[config.mk]
export PLATFORM = sky130hd
export DESIGN_NAME = aqalu_display_driver
export DESIGN_NICKNAME = d
export VERILOG_FILES = /design/src/rtl/aqalu_display_driver.sv
export SDC_FILE = /design/constraint.sdc
export NUM_CORES = 1
export LEC_CHECK = 0
export CORE_MARGIN = 4
export CORE_UTILIZATION = 60
export CTS_CLUSTER_DIAMETER = 60
export DETAILED_ROUTE_END_ITERATION = 10
export GPL_TIMING_DRIVEN = 0
export PLACE_DENSITY = 0.93
export SYNTH_ARGS = -nofsm -noshare
export SYNTH_HDL_FRONTEND = slang
export SYNTH_SLANG_ARGS = --single-unit
export TNS_END_PERCENT = 30
[constraint.sdc]
create_clock -name clock -period 6.4 [get_ports clock]
set_input_delay 0.64 -clock clock [delete_from_list [all_inputs] [get_ports clock]]
set_output_delay 0.64 -clock clock [all_outputs]
set_load 0.02 [all_outputs]
[src/rtl/aqalu_display_driver.sv]
// ---------------------------------------------------------------------------
// aqalu_display_driver
//
// Purpose: takes the unsigned 8-bit AQALU result, converts it to three BCD
// digits with a sequential shift-add-3 (double-dabble) engine, and
// time-multiplexes those digits onto a 3-digit common-anode 7-segment display.
//
// Ports:
//   clock  in   1  system clock (10 MHz nominal)
//   reset  in   1  synchronous, active-high reset
//   Value  in   8  AQALU output, unsigned 0..255
//   BCD    out 12  {hundreds, tens, ones} of the last completed conversion
//   Busy   out  1  high while a conversion is in progress
//   Done   out  1  one-cycle pulse when BCD updates
//   Seg    out  7  {g,f,e,d,c,b,a}, active-low segments of the selected digit
//   Anode  out  3  active-low one-cold digit select (bit0 ones .. bit2 hundreds)
//
// Build option: AQALU_LEADING_ZERO_BLANK_EN blanks leading zero digits
// (hundreds when zero, tens when hundreds and tens are both zero).
// ---------------------------------------------------------------------------
module aqalu_display_driver #(
    parameter int unsigned REFRESH_DIV = 10000
) (
    input  logic        clock,
    input  logic        reset,
    input  logic [7:0]  Value,
    output logic [11:0] BCD,
    output logic        Busy,
    output logic        Done,
    output logic [6:0]  Seg,
    output logic [2:0]  Anode
);

    localparam int unsigned CNT_W = $clog2(REFRESH_DIV);
    localparam logic [CNT_W-1:0] CNT_LAST = CNT_W'(REFRESH_DIV - 1);

    typedef enum logic [1:0] {
        S_IDLE  = 2'd0,
        S_SHIFT = 2'd1,
        S_DONE  = 2'd2
    } state_t;

    state_t            state_q, state_d;
    logic [7:0]        last_q, last_d;
    logic [7:0]        shift_q, shift_d;
    logic [11:0]       scratch_q, scratch_d;
    logic [2:0]        iter_q, iter_d;
    logic [11:0]       bcd_q, bcd_d;
    logic              busy_q, busy_d;
    logic              done_q, done_d;
    logic [CNT_W-1:0]  cnt_q, cnt_d;
    logic [1:0]        digit_q, digit_d;
    logic [2:0]        anode_q, anode_d;
    logic [6:0]        seg_q, seg_d;
    logic [19:0]       dabble_s;
    logic [3:0]        nibble_s;
    logic              blank_s;

    // Add 3 to every BCD nibble that is 5 or more, ahead of the left shift.
    function automatic logic [11:0] dabble_adjust(input logic [11:0] s);
        logic [11:0] r;
        r = s;
        for (int i = 0; i < 3; i++) begin
            if (s[i*4 +: 4] >= 4'd5) begin
                r[i*4 +: 4] = s[i*4 +: 4] + 4'd3;
            end else begin
                r[i*4 +: 4] = s[i*4 +: 4];
            end
        end
        return r;
    endfunction

    // Active-low {g..a} glyph for a BCD digit; out-of-range codes show blank.
    function automatic logic [6:0] seg_decode(input logic [3:0] d);
        logic [6:0] g;
        case (d)
            4'd0:    g = 7'b1000000;
            4'd1:    g = 7'b1111001;
            4'd2:    g = 7'b0100100;
            4'd3:    g = 7'b0110000;
            4'd4:    g = 7'b0011001;
            4'd5:    g = 7'b0010010;
            4'd6:    g = 7'b0000010;
            4'd7:    g = 7'b1111000;
            4'd8:    g = 7'b0000000;
            4'd9:    g = 7'b0010000;
            default: g = 7'b1111111;
        endcase
        return g;
    endfunction

    // One double-dabble step: adjust the scratch, then shift {scratch, shiftreg}.
    assign dabble_s = {dabble_adjust(scratch_q), shift_q} << 1;

    // Conversion FSM next-state and output logic.
    always_comb begin
        state_d   = state_q;
        last_d    = last_q;
        shift_d   = shift_q;
        scratch_d = scratch_q;
        iter_d    = iter_q;
        bcd_d     = bcd_q;
        busy_d    = busy_q;
        done_d    = 1'b0;
        case (state_q)
            S_IDLE: begin
                if (Value != last_q) begin
                    last_d    = Value;
                    shift_d   = Value;
                    scratch_d = 12'h000;
                    iter_d    = 3'd0;
                    busy_d    = 1'b1;
                    state_d   = S_SHIFT;
                end else begin
                    state_d   = S_IDLE;
                end
            end
            S_SHIFT: begin
                scratch_d = dabble_s[19:8];
                shift_d   = dabble_s[7:0];
                iter_d    = iter_q + 3'd1;
                if (iter_q == 3'd7) begin
                    state_d = S_DONE;
                end else begin
                    state_d = S_SHIFT;
                end
            end
            S_DONE: begin
                bcd_d   = scratch_q;
                done_d  = 1'b1;
                busy_d  = 1'b0;
                state_d = S_IDLE;
            end
            default: begin
                busy_d  = 1'b0;
                state_d = S_IDLE;
            end
        endcase
    end

    // Display refresh: slot counter, digit select and the registered glyph.
    // Anode and Seg are both derived from the next digit select so they
    // change together on the same edge.
    always_comb begin
        cnt_d   = cnt_q;
        digit_d = digit_q;
        if (cnt_q == CNT_LAST) begin
            cnt_d = '0;
            if (digit_q == 2'd2) begin
                digit_d = 2'd0;
            end else begin
                digit_d = digit_q + 2'd1;
            end
        end else begin
            cnt_d = cnt_q + {{(CNT_W-1){1'b0}}, 1'b1};
        end
        case (digit_d)
            2'd0: begin
                anode_d  = 3'b110;
                nibble_s = bcd_q[3:0];
                blank_s  = 1'b0;
            end
            2'd1: begin
                anode_d  = 3'b101;
                nibble_s = bcd_q[7:4];
`ifdef AQALU_LEADING_ZERO_BLANK_EN
                blank_s  = (bcd_q[11:8] == 4'd0) && (bcd_q[7:4] == 4'd0);
`else
                blank_s  = 1'b0;
`endif
            end
            2'd2: begin
                anode_d  = 3'b011;
                nibble_s = bcd_q[11:8];
`ifdef AQALU_LEADING_ZERO_BLANK_EN
                blank_s  = (bcd_q[11:8] == 4'd0);
`else
                blank_s  = 1'b0;
`endif
            end
            default: begin
                anode_d  = 3'b111;
                nibble_s = 4'hF;
                blank_s  = 1'b1;
            end
        endcase
        if (blank_s) begin
            seg_d = 7'b1111111;
        end else begin
            seg_d = seg_decode(nibble_s);
        end
    end

    // State registers; reset has priority and aborts any conversion in flight.
    always_ff @(posedge clock) begin
        if (reset) begin
            state_q   <= S_IDLE;
            last_q    <= 8'h00;
            shift_q   <= 8'h00;
            scratch_q <= 12'h000;
            iter_q    <= 3'd0;
            bcd_q     <= 12'h000;
            busy_q    <= 1'b0;
            done_q    <= 1'b0;
            cnt_q     <= '0;
            digit_q   <= 2'd0;
            anode_q   <= 3'b110;
            seg_q     <= 7'b1000000;
        end else begin
            state_q   <= state_d;
            last_q    <= last_d;
            shift_q   <= shift_d;
            scratch_q <= scratch_d;
            iter_q    <= iter_d;
            bcd_q     <= bcd_d;
            busy_q    <= busy_d;
            done_q    <= done_d;
            cnt_q     <= cnt_d;
            digit_q   <= digit_d;
            anode_q   <= anode_d;
            seg_q     <= seg_d;
        end
    end

    assign BCD   = bcd_q;
    assign Busy  = busy_q;
    assign Done  = done_q;
    assign Seg   = seg_q;
    assign Anode = anode_q;

endmodule

Yosys cells after proc, flatten, opt, wreduce, memory -nomap -nowiden
Memories as Yosys holds them, arrays and structs flattened.
Cells that the tools add are included.
- $add $sub $neg: 6
- equal/unequal tests: 9
- multiplexer cells: 20
- bitwise gates (word level): 2
- $lt $le $gt $ge: 3
- reduce and logical (&&, ||, !) cells: 9
- operator list (operator ; number):
    12-bit case mux with 2 select lines ; 1
    8-bit case mux with 2 select lines ; 1
    14-bit by 1-bit adder with 14-bit output, second input constant ; 1
    14-bit equality test, second input constant ; 1
    4-bit by 3-bit greater-or-equal comparator with 1-bit output, second input constant ; 3
    12-bit 2-to-1 mux ; 1
    4-bit case mux with 3 select lines ; 1
    3-bit case mux with 3 select lines ; 1
    4-bit by 2-bit adder with 4-bit output, second input constant ; 2
    4-bit 2-to-1 mux ; 2
    8-bit 2-to-1 mux ; 1
    8-bit != test ; 1
    2-bit equality test, second input constant ; 3
    2-bit 2-to-1 mux ; 3
    3-bit 2-to-1 mux ; 2
    6-bit 2-to-1 mux ; 1
    3-bit case mux with 2 select lines ; 1
    2-bit AND reduction ; 3
    2-bit by 1-bit equality test with 1-bit output, second input constant ; 2
    2-bit zero test ; 2
    2-bit case mux with 2 select lines ; 1
    2-bit OR reduction ; 2
    3-bit by 1-bit adder with 3-bit output, second input constant ; 1
    3-bit by 2-bit adder with 3-bit output, second input constant ; 1
    8 further kinds ; 11
- bits of input ports: 10
- memories kept: 1
- flip-flop bits (word level): 73
- output and inout port bits: 24
- ROM bits: 112
- logic and storage cells: 63
- memories (name ; depth ; bits a word ; rd ports ; clocked after Yosys merged registers in ; write ports ; line ; source):
    (name not given) ; 16 ; 7 ; 1 ; 0 ; 0 ; 76 ; case (d)

Logic depth before layout (Yosys ltp)
- depth in word-level cells: 7
- depth in mapped cells: 11
- mapped depth without buffers: 10

Worst setup path before layout
OpenSTA, ideal clock, no wires.
- path type: register to register
- start point: register cnt_q[5]
- end point: register seg_q[4] (netlist: Seg[4])
- path buffers: 2
- period minus slack after synthesis: 2660 ps
- setup slack: 3740 ps
- stages on the path, launching flop included: 10
- data arrival time: 2574 ps
- setup time: 86 ps
- data required time: 6314 ps
- cells stage by stage: dfxtp_1 > or4b_4 > nor4_4 > buf_6 > buf_12 > mux2i_1 > nand4_1 > ha_1 > mux2_1 > a221oi_2
- longest elaborated chain between the ends: 6
- elaborated cells between the ends (all ways): 9
- those cells by class: 3 x eq/ne; 3 x mux; 2 x reduce/logical; 1 x memory
- ends and longest elaborated chain (element ; line ; source):
    start: declaration ; 51 ; logic [CNT_W-1:0] cnt_q, cnt_d;
    start signal: assignment ; 218 ; cnt_q <= cnt_d;
    14-bit equality test * ; 147 ; if (cnt_q == CNT_LAST) begin
    2-bit 2-to-1 mux * ; 147 ;
    2-bit equality test (tied with other cells) ; 157 ; case (digit_d)
    4-bit case mux with 3 select lines ; 157 ;
    memory 16 x 7 bit ; n/a ;
    6-bit 2-to-1 mux * ; 187 ; if (blank_s) begin
    end signal: assignment ; 221 ; seg_q <= seg_d;
    end: declaration ; 54 ; logic [6:0] seg_q, seg_d;
Every way passes the cells marked *; elsewhere a longest branch is shown, timed or not.
A chain may end at the register's enable or synchronous reset.

Final worst setup path
Ends and elaborated chain as after synthesis.

==> reports/qor.yml <==
grt:
  grt_pass1_vias: 2923
  overflow: 0
  grt_usage: 0.2291
  grt_pass1_wl_microns: 13360
  grt_max_degree: 12
  antenna_found_initial: 0
clocking:
  cts_root_buf: "clkbuf_8"
  cts.clk_slew.worst_paths_ns: 0.07
  cts_tree: "yes"
  clock_sinks: 73
  clock_latency_ns: 0.34
  numCtsBuffers: 9
  cts_max_path_buffers: 2
  cts_max_level: 3
  postCtsSetupBuffers: 0
  cts_resized: 0
  postCtsHoldBufs: 0
run_status:
  status: "complete, no violations"
detailed_routing:
  drt_iter0_markers: 179
  drc: 0
  detail-route-antenna-nets: 0
  wl_per_cell_microns: 14.92
  routed_via_density: 5.794
  vias: 3059
  totalWireLength_microns: 7876
  drtPass1Iterations: 5
setup_path:
  startpoint_type: "register"
  r2r_setup_slack_ns: 3.43
  critPathKind: "register to register"
  cp.arrival_ns: 3.23
  cp_max_fo: 10
  slowest_stage: "or4b_4"
  crit_chain: "or4b_4 -> nor4_4 -> buf_6 -> buf_12 -> mux2i_1 -> nand4_1 -> ha_1 -> mux2_1 -> a221oi_2"
  max_stage_delay_ns: 0.56
  crit_required_ns: 6.66
  end_kind: "register"
floorplan:
  die_w_microns: 84.51
  floorplan.initialDensity: 0.6263
  core_sq_mm: 0.005608
  std_cell_rows: 27
  ios: 34
  chipHeight_microns: 84.51
  die-area_sq_mm: 0.007142
cells_and_area:
  fin_nets: 475
  syn_to_final_growth_pct: 17.60
  fin_util: 0.7365
  antenna_cells: 0
  layout-drive-gt1-share: 0.06140
place:
  portBuffers: 32
  gp_congestion: 0.8867
  dp_hpwl_microns: 5604
synth:
  ys_seq_area_frac: 0.4161
  synth_compound_area_frac: 0.1094
  netlist_instances: 408
  synthAdderAreaFrac: 0.04988
  syn_area_sq_mm: 0.003512
  synth-main-ff-cell: "dfxtp_1"
  synth-simple-area-share: 0.2447
  ys_types: 40
  synthMuxAreaShare: 0.06306
  yosys.area.top_type: "dfxtp_1"
  syn-num-nets: 432
  ys_warn_count: 0
  synth_top_family_by_area: "simple AND/OR/NAND/NOR gates"
  synthTopCellsByArea: "dfxtp_1 (42%), nor2_1 (6.2%), mux2i_1 (6.0%), nand2_1 (5.0%), ha_1 (5.0%)"
  ys_ff_latch: 73
  synthXorXnorAreaFrac: 0.06484
  synth_enable_flop_cells: 0
  postSynthAreaPerCell_sq_um: 8.608
  async_reset_ff_frac: 0
  synth_top_area_frac: 0.4161
power:
  ir_worst_vdd_v: 0.0001810
  leakagePower_nw: 1.529
  powerDensity_mw_per_mm2: 215.6
job:
  drv_cap: 0
timing:
  tns_ns: 0
  skew_ns: 0.006074
  finalSetupViolations: 0
  slew_violations: 0
  rsz0062_at_grt: "no"
  slew_headroom: 0.6656
  final_hold_viol_count: 0
  worst_pin_slew_ns: 0.5016
  finalCriticalPeriod_ns: 2.967
  fmax_mhz: 337.1
  fin_crit_sh: 0.4636
min_path:
  min-delay-path-class: "register to register"
## cell usage after synthesis (2+ instances only)
library cell   n
inv_1         12
or4b_2         4
nand2_1       47
xor2_1         8
a21oi_1       27
o21ai_0        9
buf_12         2
nand3_1       14
or3_1          4
a311oi_1       7
ha_1          14
nor3_1        13
mux2i_1       21
xnor2_1       18
and3_1         2
a22oi_1       10
a21o_1         2
dfxtp_1       73
and4_1         3
nor3b_1        4
nor2b_1        6
nand4_1        7
clkbuf_1      22
a211oi_1       2
nor2_1        58
nand2b_1       5
## cell families after synthesis
group | after synthesis
and+or+nand+nor | 174
DFF | 73
AOI/OAI and AO/OA | 61
buffers and inverters | 38
xor gates and xnor gates | 26
muxes | 22
adders and majority gates | 14
## registers in the layout (all words and copies together) (netlist names), 3 cells and up
signal     flops
Anode          3
BCD           12
Seg            7
cnt_q         14
iter_q         3
last_q         8
scratch_q     12
shift_q        8
## where the power goes
| part | internal (mW) | leakage, nW | total, mW | switching [mW] |
|---|---|---|---|---|
| registers | 0.463 | 0.593 | 0.470 | 0.00701 |
| clock network | 0.212 | 0.107 | 0.375 | 0.163 |
| logic | 0.0200 | 0.829 | 0.0452 | 0.0252 |
| total | 0.695 | 1.53 | 0.890 | 0.195 |
## stage by stage
stage               hold slack (ns)  cell area [sq um]  std cells  worst slack, ns  power (mW)
finish                       0.4751               4130        528            3.433      0.8905
global placement             0.4412               3923        512            3.536      0.5236
floorplan                    0.4300               3512        408            3.740      0.5093
global route                 0.5014               4130        528            3.241      0.9196
detailed placement           0.4570               3923        512            3.473      0.5255
CTS                          0.4736               4130        528            3.444      0.8920
## layout make-up
| cell class | instances | area, sq um |
|---|---|---|
| multi-input combinational | 297 | 1868 |
| fill | 407 | 1478 |
| sequential | 73 | 1461 |
| timing repair buffer | 32 | 320.3 |
| clock buffer | 14 | 172.7 |
| buffer | 25 | 133.9 |
| tap | 72 | 90.09 |
| inverter | 13 | 48.80 |
| clock inverter | 2 | 35.03 |
## worst paths after layout
path,from,end,cells past startpoint
worst max-delay path,cnt_q[5],Seg[4],9
worst min-delay path,cnt_q[0],cnt_q[0],1
worst max register to register,cnt_q[5],Seg[4],9
worst min register to register,cnt_q[0],cnt_q[0],1
## placed cells by master, fill, tap and decap left out, drive strengths merged, types with 3 or more instances in the layout
| cell type | instances |
|---|---|
| dfxtp | 73 |
| nor2 | 59 |
| nand2 | 47 |
| clkbuf | 36 |
| clkdlybuf4s50 | 32 |
| a21oi | 27 |
| mux2i | 21 |
| xnor2 | 18 |
| nand3 | 14 |
| ha | 14 |
| nor3 | 13 |
| inv | 13 |
| a22oi | 10 |
| o21ai | 9 |
| xor2 | 8 |
| nand4 | 7 |
| a311oi | 7 |
| nor2b | 6 |
| nand2b | 5 |
| or4b | 5 |
| nor3b | 4 |
| or3 | 4 |
| and4 | 3 |
| buf | 3 |
| or2 | 3 |
## metal layers
layer | share of wire | routed length [microns] | global-route usage
met5 | 0 | 0 | 0
met1 | 0.41 | 3228 | 0.2628
met4 | 0.024 | 187 | 0.08777
met3 | 0.069 | 547 | 0.06084
met2 | 0.50 | 3912 | 0.4050
## critical path, delay by kind of cell (launching register included)
family	cells	cell delay (ns)
flip-flops	1	0.36
AO/OA/AOI/OAI	1	0.21
adder cells (fa/ha/maj)	1	0.30
buffers and inverters	2	0.35
AND/OR/NAND/NOR	3	1.17
multiplexers	2	0.47
Note: power is estimated with default switching activity, not from simulation.
